### config.mk
export PLATFORM = sky130hd
export DESIGN_NAME = key_encoder_buf
export DESIGN_NICKNAME = d
export VERILOG_FILES = /design/src/rtl/key_enc_pkg.sv /design/src/rtl/sync_fifo.sv /design/src/rtl/key_encoder_buf.sv
export SDC_FILE = /design/constraint.sdc
export NUM_CORES = 1
export LEC_CHECK = 0
export CAP_MARGIN = 30
export CORE_MARGIN = 10
export CORE_UTILIZATION = 40
export CTS_CLUSTER_SIZE = 10
export DETAILED_ROUTE_END_ITERATION = 8
export SLEW_MARGIN = 20
export SYNTH_ARGS = -nofsm -noshare
export SYNTH_HDL_FRONTEND = slang
export SYNTH_SLANG_ARGS = --single-unit
export TNS_END_PERCENT = 20
### constraint.sdc
create_clock -name clk -period 8.1 [get_ports clk]
set_clock_uncertainty 0.05 [all_clocks]
set_input_delay 0.81 -clock clk [delete_from_list [all_inputs] [get_ports clk]]
set_output_delay 0.81 -clock clk [all_outputs]
set_load 0.02 [all_outputs]
### src/rtl/key_enc_pkg.sv
// Shared types and helpers for the keypad encoder.
//   key_state_e : press-tracking FSM states
//   dbg_t       : debug view of the encoder (FSM state, FIFO full flag)
//   MAX_KEYS    : widest keypad the priority encoder handles
//   CNT_W       : debounce counter width for the default DEBOUNCE_CYCLES
//   prio_enc()  : index of the lowest set bit (0 when none set)
package key_enc_pkg;

  localparam int MAX_KEYS            = 64;
  localparam int DEF_DEBOUNCE_CYCLES = 4;
  localparam int CNT_W               = $clog2(DEF_DEBOUNCE_CYCLES + 1);

  typedef enum logic [1:0] {
    IDLE     = 2'd0,
    DEBOUNCE = 2'd1,
    HELD     = 2'd2,
    RELEASE  = 2'd3
  } key_state_e;

  typedef struct packed {
    key_state_e state;
    logic       fifo_full;
  } dbg_t;

  // Scans from the top down so the lowest set index is the last one written.
  function automatic int unsigned prio_enc(input logic [MAX_KEYS-1:0] v);
    prio_enc = 0;
    for (int i = MAX_KEYS - 1; i >= 0; i--) begin
      if (v[i]) prio_enc = i;
    end
  endfunction

endpackage

### src/rtl/sync_fifo.sv
// Show-ahead synchronous FIFO for key codes.
//   clk, resetn      : clock, synchronous active-low reset
//   push, push_data  : enqueue request and data
//   pop              : dequeue head (ignored when empty)
//   rd_data          : head entry, 0 when empty
//   full, empty      : occupancy flags
//   count            : entries held
//   overflow         : sticky, set when a push is dropped on a full queue
// Handshake: push is accepted when not full, or when full and pop is
// asserted in the same cycle; pop takes effect only when not empty.
module sync_fifo #(
  parameter int WIDTH = 4,
  parameter int DEPTH = 4
) (
  input  logic                     clk,
  input  logic                     resetn,
  input  logic                     push,
  input  logic [WIDTH-1:0]         push_data,
  input  logic                     pop,
  output logic [WIDTH-1:0]         rd_data,
  output logic                     full,
  output logic                     empty,
  output logic [$clog2(DEPTH):0]   count,
  output logic                     overflow
);

  localparam int PTR_W = $clog2(DEPTH);
  localparam int CNT_W = PTR_W + 1;

  logic [WIDTH-1:0] mem_q [DEPTH];
  logic [PTR_W-1:0] wr_ptr_q, wr_ptr_d;
  logic [PTR_W-1:0] rd_ptr_q, rd_ptr_d;
  logic [CNT_W-1:0] count_q, count_d;
  logic             overflow_q, overflow_d;
  logic             do_push, do_pop;

  assign full  = (count_q == CNT_W'(DEPTH));
  assign empty = (count_q == '0);

  always_comb begin
    do_pop     = pop && !empty;
    do_push    = push && (!full || pop);
    wr_ptr_d   = wr_ptr_q;
    rd_ptr_d   = rd_ptr_q;
    count_d    = count_q;
    overflow_d = overflow_q;
    // Pointers are power-of-two wide so increments wrap on their own.
    if (do_push) wr_ptr_d = wr_ptr_q + PTR_W'(1);
    if (do_pop)  rd_ptr_d = rd_ptr_q + PTR_W'(1);
    if (do_push && !do_pop) count_d = count_q + CNT_W'(1);
    if (do_pop && !do_push) count_d = count_q - CNT_W'(1);
    if (push && !do_push)   overflow_d = 1'b1;
  end

  always_ff @(posedge clk) begin
    if (!resetn) begin
      wr_ptr_q   <= '0;
      rd_ptr_q   <= '0;
      count_q    <= '0;
      overflow_q <= 1'b0;
    end else begin
      wr_ptr_q   <= wr_ptr_d;
      rd_ptr_q   <= rd_ptr_d;
      count_q    <= count_d;
      overflow_q <= overflow_d;
    end
  end

  // Storage needs no reset: contents are only visible through count.
  always_ff @(posedge clk) begin
    if (do_push) mem_q[wr_ptr_q] <= push_data;
  end

  assign rd_data  = empty ? '0 : mem_q[rd_ptr_q];
  assign count    = count_q;
  assign overflow = overflow_q;

endmodule

### src/rtl/key_encoder_buf.sv
// Keypad encoder: synchronises and debounces raw keys, priority-encodes the
// lowest pressed key and queues one code per press/release cycle.
//   clk, resetn : clock, synchronous active-low reset
//   enablen     : active-low enable; high forces the FSM idle
//   key         : raw asynchronous key levels, 1 = pressed
//   pop         : consume the head code
//   code, valid : show-ahead FIFO head (0 when empty) and non-empty flag
//   count       : queued entries
//   pressed     : debounced key currently held
//   overflow    : sticky, a code was dropped on a full queue
//   dbg         : FSM state and FIFO full flag
module key_encoder_buf
  import key_enc_pkg::*;
#(
  parameter int NUM_KEYS        = 10,
  parameter int CODE_W          = 4,
  parameter int DEBOUNCE_CYCLES = 4,
  parameter int FIFO_DEPTH      = 4
) (
  input  logic                          clk,
  input  logic                          resetn,
  input  logic                          enablen,
  input  logic [NUM_KEYS-1:0]           key,
  input  logic                          pop,
  output logic [CODE_W-1:0]             code,
  output logic                          valid,
  output logic [$clog2(FIFO_DEPTH):0]   count,
  output logic                          pressed,
  output logic                          overflow,
  output dbg_t                          dbg
);

  localparam int DB_W = $clog2(DEBOUNCE_CYCLES + 1);

  logic [NUM_KEYS-1:0] sync1_q, sync1_d;
  logic [NUM_KEYS-1:0] sync2_q, sync2_d;
  key_state_e          state_q, state_d;
  logic [DB_W-1:0]     cnt_q, cnt_d;
  logic [CODE_W-1:0]   lat_q, lat_d;

  logic              any;
  logic [CODE_W-1:0] cand;
  logic              last_sample;
  logic              push;
  logic [CODE_W-1:0] push_code;
  logic              fifo_empty;
  logic              fifo_full;

  // Two-flop synchroniser; the second stage is the sample the FSM sees.
  always_comb begin
    sync1_d = key;
    sync2_d = sync1_q;
  end

  assign any  = |sync2_q;
  assign cand = CODE_W'(prio_enc(MAX_KEYS'(sync2_q)));
  // True when the sample being taken completes a debounce window.
  assign last_sample = (cnt_q + DB_W'(1)) == DB_W'(DEBOUNCE_CYCLES);

  // State register.
  always_ff @(posedge clk) begin
    if (!resetn) begin
      sync1_q <= '0;
      sync2_q <= '0;
      state_q <= IDLE;
      cnt_q   <= '0;
      lat_q   <= '0;
    end else begin
      sync1_q <= sync1_d;
      sync2_q <= sync2_d;
      state_q <= state_d;
      cnt_q   <= cnt_d;
      lat_q   <= lat_d;
    end
  end

  // Next state. Entering DEBOUNCE or RELEASE already counts one sample.
  always_comb begin
    state_d = state_q;
    cnt_d   = cnt_q;
    lat_d   = lat_q;
    if (enablen) begin
      state_d = IDLE;
      cnt_d   = '0;
    end else begin
      case (state_q)
        IDLE: begin
          if (any) begin
            lat_d = cand;
            if (DEBOUNCE_CYCLES == 1) begin
              state_d = HELD;
            end else begin
              state_d = DEBOUNCE;
              cnt_d   = DB_W'(1);
            end
          end
        end
        DEBOUNCE: begin
          if (!any || cand != lat_q) begin
            state_d = IDLE;
            cnt_d   = '0;
          end else if (last_sample) begin
            state_d = HELD;
            cnt_d   = '0;
          end else begin
            cnt_d = cnt_q + DB_W'(1);
          end
        end
        HELD: begin
          if (!any) begin
            if (DEBOUNCE_CYCLES == 1) begin
              state_d = IDLE;
            end else begin
              state_d = RELEASE;
              cnt_d   = DB_W'(1);
            end
          end
        end
        RELEASE: begin
          if (any) begin
            state_d = HELD;
            cnt_d   = '0;
          end else if (last_sample) begin
            state_d = IDLE;
            cnt_d   = '0;
          end else begin
            cnt_d = cnt_q + DB_W'(1);
          end
        end
        default: begin
          state_d = IDLE;
          cnt_d   = '0;
        end
      endcase
    end
  end

  // Outputs. The push is issued on the edge that accepts the press.
  always_comb begin
    pressed   = (state_q == HELD);
    push      = 1'b0;
    push_code = lat_q;
    if (!enablen) begin
      if (state_q == IDLE && any && DEBOUNCE_CYCLES == 1) begin
        push      = 1'b1;
        push_code = cand;
      end else if (state_q == DEBOUNCE && any && cand == lat_q && last_sample) begin
        push = 1'b1;
      end
    end
  end

  sync_fifo #(
    .WIDTH (CODE_W),
    .DEPTH (FIFO_DEPTH)
  ) u_fifo (
    .clk       (clk),
    .resetn    (resetn),
    .push      (push),
    .push_data (push_code),
    .pop       (pop),
    .rd_data   (code),
    .full      (fifo_full),
    .empty     (fifo_empty),
    .count     (count),
    .overflow  (overflow)
  );

  assign valid         = !fifo_empty;
  assign dbg.state     = state_q;
  assign dbg.fifo_full = fifo_full;

endmodule

==> impl_metrics.env <==
export IMPL_outcome="finished clean"
export IMPL_synthTopCellsByArea="dfxtp_1 32%, edfxtp_1 20%, and2_1 8.7%"
export IMPL_cap_violations=0
export IMPL_die_h_um=98.2
export IMPL_crit_slowest_cell="or4_4"
export IMPL_reg2reg_slack_ns=4.88
export IMPL_cellLeakagePower_nw=0.994
export IMPL_finalCritPeriodShare_pct=39.8
export IMPL_crit_path_frequent_cell="inv_1"
export IMPL_fmax_mhz=310
export IMPL_timing_slew_headroom_pct=56.7
export IMPL_power_density_nw_per_um2=179
export IMPL_path_delay_family="simple AND/OR/NAND/NOR gates"
export IMPL_setup_ws_ns=4.88
export IMPL_drt_iter0_drc=80
export IMPL_min_period_ns=3.22
export IMPL_hold_viol_final=0
export IMPL_syn2layout_area_growth_pct=16.7
export IMPL_rr_worst_depth=11
export IMPL_cts_made_buffers=5
export IMPL_start_kind="register"
export IMPL_cts_htree_levels=2
export IMPL_syn_area_um2=2440
export IMPL_seq_area_frac_synth_pct=51.6
export IMPL_io_buffers=26
export IMPL_dp_hpwl_um=3220
export IMPL_ir_worst_vdd_uv=96.3
export IMPL_synth_compound_area_share_pct=7.37
export IMPL_syn_inst=227
export IMPL_synthAdderAreaFrac_pct=4.92
export IMPL_drtAntennaViolNets=0
export IMPL_cts_tree="yes"
export IMPL_worst_ep_required_time_ns=8.28
export IMPL_cts_max_path_buffers=2
export IMPL_syn_num_nets=250
export IMPL_hold_path_class="register to register"
export IMPL_synth_top_family_by_area="simple AND/OR/NAND/NOR gates"
export IMPL_antenna_found_initial=0
export IMPL_dieWidth_um=98.2
export IMPL_cp_max_fo=9
export IMPL_dp_slack_ns=4.65
export IMPL_clock_sinks=55
export IMPL_first_global_vias=1521
export IMPL_cp_endpoint="u_fifo.count[2]"
export IMPL_rr_endpoint="u_fifo.count[2]"
export IMPL_synth_warnings=0
export IMPL_path_buf_inv=2
export IMPL_synth_cell_types=49
export IMPL_grt_overflow=0
export IMPL_cts_setup_buffers=0
export IMPL_crit_start="sync2_q[0]"
export IMPL_cp_cell_sequence="or4_4 -> nor4b_1 -> nor3b_1 -> nor4_1 -> inv_1 -> ha_1 -> inv_1 -> fa_1 -> xor2_1 -> or3_1 -> a21boi_0"
export IMPL_drive_gt1_share_pct=9.09
export IMPL_setup_tns_final_ns=0
export IMPL_wl_um=4320
export IMPL_ctsHoldBuffers=0
export IMPL_grt_pass1_wl_um=7330
export IMPL_synth_top_area_share_pct=32.0
export IMPL_r2r_start="sync2_q[0]"
export IMPL_crit_type="register to register"
export IMPL_grt_usage_pct=9.05
export IMPL_die_area_um2=9640
export IMPL_place_area_um2=2750
export IMPL_cpPeakStageDelay_ns=0.60
export IMPL_place_congestion=0.785
export IMPL_grt_setup_unrepaired="false"
export IMPL_drv_slew=0
export IMPL_synthMuxAreaShare_pct=4.92
export IMPL_worst_pin_slew_ns=0.644
export IMPL_grt_max_degree=39
export IMPL_endpoint_kind="register"
export IMPL_antenna_cells=0
export IMPL_num_nets_final=275
export IMPL_num_vias=1636
export IMPL_totalPowerFinal_mw=0.512
export IMPL_synth_seq_cells=55
export IMPL_first_pass_iters=4
export IMPL_routed_via_density=4.99
export IMPL_cts_root_buf="clkbuf_8"
export IMPL_num_io_pins=27
export IMPL_yosys_area_top_type="dfxtp_1"
export IMPL_core_um2=5920
export IMPL_synth_simple_gate_area_share_pct=25.6
export IMPL_design_area_um2=2850
export IMPL_drc_errors=0
export IMPL_initial_core_util_pct=41.3
export IMPL_std_cell_rows=28
export IMPL_postSynthAreaPerCell_um2=10.8
export IMPL_setup_viol=0
export IMPL_clk_latency_ns=0.31
export IMPL_cp_depth=11
export IMPL_cp_data_arrival_time_ns=3.41
export IMPL_synthXorXnorAreaFrac_pct=1.79
export IMPL_post_drt_wl_per_cell_um=13.2
export IMPL_path_clk_slew_ns=0.09
export IMPL_ctsResizeCount=0
==> worst register-to-register path, delay by kind of cell (launching register included) <==
| family | cells | cell delay [ns] |
|---|---|---|
| AOI/OAI and AO/OA | 1 | 0.15 |
| xor gates and xnor gates | 1 | 0.08 |
| adders and majority gates | 2 | 0.40 |
| buffers and inverters | 2 | 0.17 |
| DFF | 1 | 0.39 |
| and+or+nand+nor | 5 | 1.90 |
==> worst min-delay path by stage <==
stage	end	depth (start not counted)	slack, ns	from
floorplan	sync2_q[0]	1	0.36	sync1_q[0]
global placement	sync2_q[4]	1	0.37	sync1_q[4]
detailed placement	sync2_q[3]	1	0.37	sync1_q[3]
CTS	sync2_q[3]	1	0.39	sync1_q[3]
global route	sync2_q[3]	1	0.41	sync1_q[3]
finish	sync2_q[3]	1	0.38	sync1_q[3]
==> cell usage after synthesis (all sizes together) <==
cell type,n
o21bai,1
nand4b,1
nor3b,3
or3,5
xor2,1
inv,9
mux2i,3
nor3,4
a21oi,5
nor2,11
a221oi,1
o21a,1
nor2b,8
fa,1
a31oi,2
nand3b,1
a32oi,1
buf,3
mux4,4
o31a,2
nor4,5
or2,2
or4,2
nand3,4
nand2b,1
a21o,1
nand4,2
clkbuf,6
a21boi,3
and2,34
or2b,1
dfxtp,39
xnor2,4
nand2,17
ha,8
o2111a,1
and3b,2
edfxtp,16
o21ai,10
and3,1
nor4b,1
==> cell type report <==
type                            count  area [µm²]
Multi-Input combinational cell    154        1090
Clock buffer                        5        68.8
Timing Repair Buffer               27         268
Tap cell                           75        93.8
Sequential cell                    55        1260
Clock inverter                      3        38.8
Inverter                            9        33.8
Fill cell                         579        3070
==> per-stage QoR <==
| step | hold slack, ns | util, % | cells |
|---|---|---|---|
| floorplan | 0.362 | - | 227 |
| global placement | 0.365 | 46.4 | 320 |
| detailed placement | 0.370 | 46.4 | 320 |
| CTS | 0.390 | 48.2 | 328 |
| global route | 0.410 | 48.2 | 328 |
| finish | 0.382 | 48.2 | 328 |
==> routing by layer <==
layer | part of all wire (%) | wire length [µm] | global-route usage, %
met1 | 45 | 1940 | 10.6
met2 | 48 | 2090 | 14.7
met3 | 4.2 | 183 | 2.82
met4 | 2.4 | 105 | 4.41
met5 | 0 | 0 | 0
==> flip-flops by register name, summed over array words and instances, names as in the netlist, named ones only <==
signal,cells
cnt_q,3
lat_q,4
state_q,2
sync1_q,10
sync2_q,10
u_fifo.count,3
u_fifo.mem_q,16
u_fifo.overflow,1
u_fifo.rd_ptr_q,2
u_fifo.wr_ptr_q,2
==> power by group <==
part           switching [mW]  total, mW  internal, mW
combinational          0.0194     0.0407        0.0213
clock                  0.0839      0.174        0.0906
sequential            0.00721      0.297         0.289
total                   0.110      0.512         0.401
==> cells by family (layout without fill, tap and decap cells) <==
logic type               Yosys count  after routing
XOR/XNOR                           5              5
flip-flops                        55             55
buffers and inverters             18             44
AND/OR/NAND/NOR                  105            105
adder cells (fa/ha/maj)            9              9
multiplexers                       7              7
AO/OA/AOI/OAI                     28             28
==> cell usage in the layout (no fill, tap or decap), drive strengths merged, types with 2 or more instances in the layout <==
master and instances:
dfxtp 39, clkbuf 5, clkinv 2, nand4 2
nor3b 3, clkdlybuf4s50 26, inv 9, and3b 2
a21oi 5, or4 2, nor3 4, nor2 11
edfxtp 16, xnor2 4, mux4 4, nand2 17
mux2i 3, nand3 4, a21boi 3, or2 2
nor4 5, nor2b 8, ha 8, or3 5
o31a 2, and2 34, a31oi 2, o21ai 10
No activity file was read; power rests on OpenSTA's default activity.
